$ cat config.mk
export PLATFORM = sky130hd
export DESIGN_NAME = wr_addr_decoder
export DESIGN_NICKNAME = d
export VERILOG_FILES = /design/src/rtl/wr_addr_decoder_pkg.sv /design/src/rtl/wr_addr_decoder_onehot_dec.sv /design/src/rtl/wr_addr_decoder.sv
export SDC_FILE = /design/constraint.sdc
export NUM_CORES = 1
export LEC_CHECK = 0
export BUFFER_PORTS_ARGS = -buffer_cell sky130_fd_sc_hd__buf_2
export CAP_MARGIN = 20
export CORE_MARGIN = 5
export CORE_UTILIZATION = 35
export DETAILED_ROUTE_END_ITERATION = 16
export PLACE_DENSITY = 0.61
export SETUP_SLACK_MARGIN = 0.5
export SYNTH_ARGS = -nofsm -noshare
export SYNTH_HDL_FRONTEND = slang
export SYNTH_SLANG_ARGS = --single-unit
$ cat constraint.sdc
create_clock -name clk -period 2.8 [get_ports clk]
set_clock_uncertainty 0.1 [all_clocks]
set_input_delay 0.42 -clock clk [delete_from_list [all_inputs] [get_ports clk]]
set_output_delay 0.42 -clock clk [all_outputs]
set_load 0.005 [all_outputs]
$ cat src/rtl/wr_addr_decoder_pkg.sv
// Shared datapath constants and the register-number one-hot helper used by
// both the writeback enable decoder and the register file read-side decoder.
package wr_addr_decoder_pkg;

  localparam int REG_ADDR_W = 5;
  localparam int NUM_REGS   = 32;

  // Register 0 is hardwired to zero in the register file.
  localparam logic [REG_ADDR_W-1:0] ZERO_REG = '0;

  // Register number to one-hot select vector.
  function automatic logic [NUM_REGS-1:0] onehot(input logic [REG_ADDR_W-1:0] addr);
    logic [NUM_REGS-1:0] vec;
    vec       = '0;
    vec[addr] = 1'b1;
    return vec;
  endfunction

endpackage

$ cat src/rtl/wr_addr_decoder_onehot_dec.sv
// Combinational ADDR_W-to-2^ADDR_W enable decoder: the n-bit generalisation
// of the 1:2 enable decoder. vec is all zeros whenever en is low.
module onehot_dec
  import wr_addr_decoder_pkg::*;
#(
  parameter int ADDR_W = 5
) (
  input  logic [ADDR_W-1:0]      addr,
  input  logic                   en,
  output logic [(1<<ADDR_W)-1:0] vec
);

  localparam int NUM_OUT = 1 << ADDR_W;

  generate
    if (ADDR_W == REG_ADDR_W) begin : g_regfile_width
      // Register-file width: share the package helper with the read side.
      assign vec = en ? onehot(addr) : '0;
    end else begin : g_generic_width
      // Any other width: compare the address against every output index.
      always_comb begin
        vec = '0;
        for (int k = 0; k < NUM_OUT; k++) begin
          vec[k] = en && (addr == ADDR_W'(k));
        end
      end
    end
  endgenerate

endmodule

$ cat src/rtl/wr_addr_decoder.sv
// Registered writeback write-enable decoder. One pipeline register holds the
// one-hot enable, valid and address; stall freezes it. Writes to register 0
// can be suppressed and are counted in a saturating counter. hazard flags an
// incoming write to the register currently being written, for forwarding.
//
// Handshake: in_valid marks a write request in the cycle it is high; there is
// no ready. A request is taken on any rising edge with stall low, otherwise it
// is ignored. out_valid marks en_out/out_addr as a live write and is held, not
// re-issued, while stall is high.
module wr_addr_decoder
  import wr_addr_decoder_pkg::*;
#(
  parameter int ADDR_W       = 5,
  parameter bit ZERO_PROTECT = 1'b1,
  parameter int CNT_W        = 8,
  localparam int NUM_OUT     = 1 << ADDR_W
) (
  input  logic               clk,
  input  logic               rst_n,
  input  logic               in_valid,
  input  logic [ADDR_W-1:0]  in_addr,
  input  logic               stall,
  output logic [NUM_OUT-1:0] en_out,
  output logic               out_valid,
  output logic [ADDR_W-1:0]  out_addr,
  output logic               hazard,
  output logic [CNT_W-1:0]   drop_cnt
);

  logic [NUM_OUT-1:0] en_q, en_d;
  logic               valid_q, valid_d;
  logic [ADDR_W-1:0]  addr_q, addr_d;
  logic [CNT_W-1:0]   cnt_q, cnt_d;

  logic               kill;
  logic               accept;
  logic [NUM_OUT-1:0] dec_vec;

  assign kill   = ZERO_PROTECT && (in_addr == ADDR_W'(ZERO_REG));
  assign accept = in_valid && !kill;

  onehot_dec #(
    .ADDR_W (ADDR_W)
  ) u_dec (
    .addr (in_addr),
    .en   (accept),
    .vec  (dec_vec)
  );

  // Next state: load on an unstalled edge, otherwise hold everything.
  always_comb begin
    en_d    = en_q;
    valid_d = valid_q;
    addr_d  = addr_q;
    cnt_d   = cnt_q;
    if (!stall) begin
      en_d    = dec_vec;
      valid_d = accept;
      addr_d  = in_addr;
      if (in_valid && kill && (cnt_q != '1)) begin
        cnt_d = cnt_q + CNT_W'(1);
      end
    end
  end

  // Pipeline register and drop counter, cleared asynchronously.
  always_ff @(posedge clk or negedge rst_n) begin
    if (!rst_n) begin
      en_q    <= '0;
      valid_q <= 1'b0;
      addr_q  <= '0;
      cnt_q   <= '0;
    end else begin
      en_q    <= en_d;
      valid_q <= valid_d;
      addr_q  <= addr_d;
      cnt_q   <= cnt_d;
    end
  end

  assign en_out    = en_q;
  assign out_valid = valid_q;
  assign out_addr  = addr_q;
  assign drop_cnt  = cnt_q;

  // Same-register hazard against the write currently on the outputs.
  assign hazard = in_valid && valid_q && (in_addr == addr_q);

endmodule

==> results by group <==
Run status
  • Status: complete, no violations

Finish
  • # nets final: about 240
  • Fillers: around 560
  • Synth-to-layout area growth: 23.7%
  • Final core occ: 0.451
  • Finished Cell Area: approximately 0.0025 sq mm
  • Multi-input gate area: just over 800 sq um
  • # diodes: 0
  • Area taken by flip-flops and latches: 0.00115 sq mm
  • Fraction of layout cells with a size suffix above 1: 0.345

Yosys
  • Post-synth ARST share: 1.00
  • Top post-synthesis cells by area: dfrtp_1, nand2_1, mux2_2
  • Avg Cell Area, Syn: 11.3 sq um
  • Post-Synthesis Cells: approximately 180
  • Net Count, Synth: 189
  • Post-synth top cells: dfrtp_1, nand2_1, o21ai_0
  • Ys flop type: dfrtp_1
  • Seq/Total Area, Yosys: 0.567
  • Area leader, netlist: dfrtp_1
  • Most frequent cell after synthesis: dfrtp_1
  • EDFF count, synth: 0
  • Post-synth top area share: 0.567
  • Yosys reg bits: 46
  • Netlist Area Pre-Place: 0.00203 sq mm
  • Synth unique cells: 40
  • Synthesis warning total: 0

Critical path
  • Critical R2R Launch: drop_cnt[0]
  • Crit path largest cell delay: 0.42 ns
  • Worst path cell trace: xnor2_1 > nand4_1 > nor2_1 > buf_2
  • Reg-to-Reg End: drop_cnt[1]
  • CP top delay family: flip-flops
  • WP data required: 2.28 ns
  • CP max FO: 3
  • Type of origin of the critical path: flop
  • R2R setup slack: around 1.2 ns
  • Crit Path Class: reg -> out
  • R2r worst-path depth: 4
  • Worst Path Arrival: approximately 1.2 ns
  • Worst path slowest cell: dfrtp_1
  • Critical path buffers and inverters: 1
  • Crit. End Element: output port

CTS
  • Worst-path clk slew: 0.08 ns
  • H-tree depth: 2
  • Post-CTS resize count: 0
  • Clock latency on the worst-skew pair: 0.30 ns
  • CTS sink count: 46
  • Buffer levels on the longest clock path: 2
  • Clock Tree Root: clkbuf_8
  • TritonCTS buffer count: 5
  • CTS tree: yes
  • Post-CTS setup buffers: 0

Routing
  • Vias per inst: 5.14
  • Wire length on met3: 368 microns
  • Drt wl/cell: about 16 microns
  • Detailed router's first-iteration violation count: roughly 70
  • Vias: 1577
  • Metal2 WL: about 2200 microns
  • DRT Wirelength: 4850 microns
  • Met1 Wirelength: between 2000 and 2500 microns
  • Post-route ant nets: 0
  • Residual DRC: 0
  • Top Layer Used: met4
  • Drt pass-1 iters: 4

Floorplan
  • Initial Utilization: 0.364
  • Die Ht: 86.2 microns
  • Die area: roughly 0.0074 sq mm
  • Core Area: roughly 0.0056 sq mm
  • Ports: between 50 and 60
  • Chip Width: about 86 microns
  • Std cell rows: 27

Global routing
  • Initial antenna violation count: 0
  • GR Util All Layers: 0.140
  • Vias in the first global route: between 1500 and 2000
  • First-pass GRT wire length: 8220 microns
  • Largest net degree at the start of global routing: 26
  • Grt ovf: 0

Timing
  • Max-slew violations: 0
  • Hold Fails Final Rpt: 0
  • RSZ-0062 raised after global routing: no
  • Post-route minimum period: approximately 1.7 ns
  • Final setup vio count: 0
  • Hold Worst Slack: between 0.3 and 0.4 ns
  • Fin crit share: 0.623
  • Fmax: 573 MHz
  • Relative slew margins: 0.607
  • Worst-margin pin slew: approximately 0.58 ns
  • Setup_tns: 0 ns

Power and ir drop
  • Cell internal pwr: 1.09 mW
  • Combinational power share: 0.087
  • Sequential share of power: 0.498
  • Pwr dens: around 560 mW/mm^2
  • Lkg Pwr: between 1 and 1.5 nW
  • Sw Ratio: 0.227
  • Clock share of power: 0.415
  • Peak VDD IR: 0.000285 V
  • Total net switching power: 320 uW

Place
  • DP Area: 0.00236 sq mm
  • RePlAce Congestion: between 0.8 and 0.9
  • Detailed placement HPWL: approximately 3500 microns
  • Count of input and output buffers: 55

Job
  • Max Cap Violations: 0

Hold path
  • HP Start: in_valid
  • WHS Endpoint: out_valid
  • Hold Crit Depth: 3
  • Min-delay worst type: in -> reg
-- cell families (layout without fill, tap and decap cells) --
| family | Yosys count | in the layout | synth area share |
|---|---|---|---|
| AND/OR/NAND/NOR | 66 | 66 | 0.187 |
| flip-flops | 46 | 46 | 0.567 |
| AO/OA/AOI/OAI | 37 | 37 | 0.129 |
| buffers and inverters | 12 | 68 | 0.0265 |
| multiplexers | 10 | 10 | 0.0548 |
| XOR/XNOR | 7 | 7 | 0.0302 |
| adder cells (fa/ha/maj) | 1 | 1 | 0.00616 |
-- worst max-delay path by stage --
stage,from,to,slack (ns),cells after the start
5_1_grt,out_addr[3],hazard,0.91,4
4_1_cts,out_addr[1],hazard,1.03,4
6_report,out_addr[1],hazard,1.06,4
3_3_place_gp,stall,drop_cnt[6],0.81,4
3_5_place_dp,stall,drop_cnt[6],0.78,4
2_1_floorplan,stall,drop_cnt[6],0.98,5
-- layout make-up --
class,count,share of cell area
Clock buffer,5,0.0274
Clock inverter,3,0.0274
Inverter,2,0.00299
Multi-Input combinational cell,121,0.329
Sequential cell,46,0.458
Tap cell,72,0.0359
Timing Repair Buffer,58,0.120
-- worst reg2reg max path, cell delays in order, from the launching register on --
cell and delay (ns):
dfrtp_1 0.43, ha_1 0.19, nand3_1 0.12, o211ai_1 0.30
mux2_2 0.37
-- power by group through the flow --
stage	Combinational, mW	Clock, mW	Sequential (mW)
5_1_grt	0.138	0.629	0.706
3_3_place_gp	0.123	0	0.715
2_1_floorplan	0.0637	0	0.715
3_5_place_dp	0.123	0	0.715
6_report	0.122	0.585	0.702
4_1_cts	0.125	0.600	0.702
-- flip-flops by register name (all words and copies together), names as in the netlist --
signal,flops
drop_cnt,8
out_valid,1
en_out,32
out_addr,5
-- cell usage in the layout (no fill, tap or decap), types with 2 or more instances in the layout --
master / n
and4_1: 2
dfrtp_1: 46
a22o_1: 7
o31ai_1: 2
nand4_1: 6
bufinv_16: 2
clkbuf_8: 5
mux2_2: 8
inv_1: 2
nand3_1: 4
nand3b_1: 3
xnor2_1: 6
nand2_1: 26
o21ai_2: 3
buf_4: 2
o21ai_0: 16
buf_2: 55
nor2_1: 5
nor2b_1: 3
nor3_1: 2
nand2b_1: 3
a32o_1: 5
nor3b_1: 2
-- per-stage QoR --
stage | worst slack [ns] | power, mW | cells
floorplan | 0.985 | 0.778 | 179
global placement | 0.807 | 0.838 | 298
detailed placement | 0.784 | 0.838 | 298
CTS | 1.03 | 1.43 | 307
global route | 0.913 | 1.47 | 307
finish | 1.06 | 1.41 | 307
-- timing repair --
item,in CTS,in global routing
hold buffers,1,0
setup endpoints to repair,0,0
endpoints found under the hold margin,21,0
-- metal layers --
metal,track usage,vias to the layer above
li1,-,753
met1,0.195,759
met2,0.203,58
met3,0.0418,7
met4,0.0567,0
met5,0,-
No activity file was read; power rests on OpenSTA's default activity.
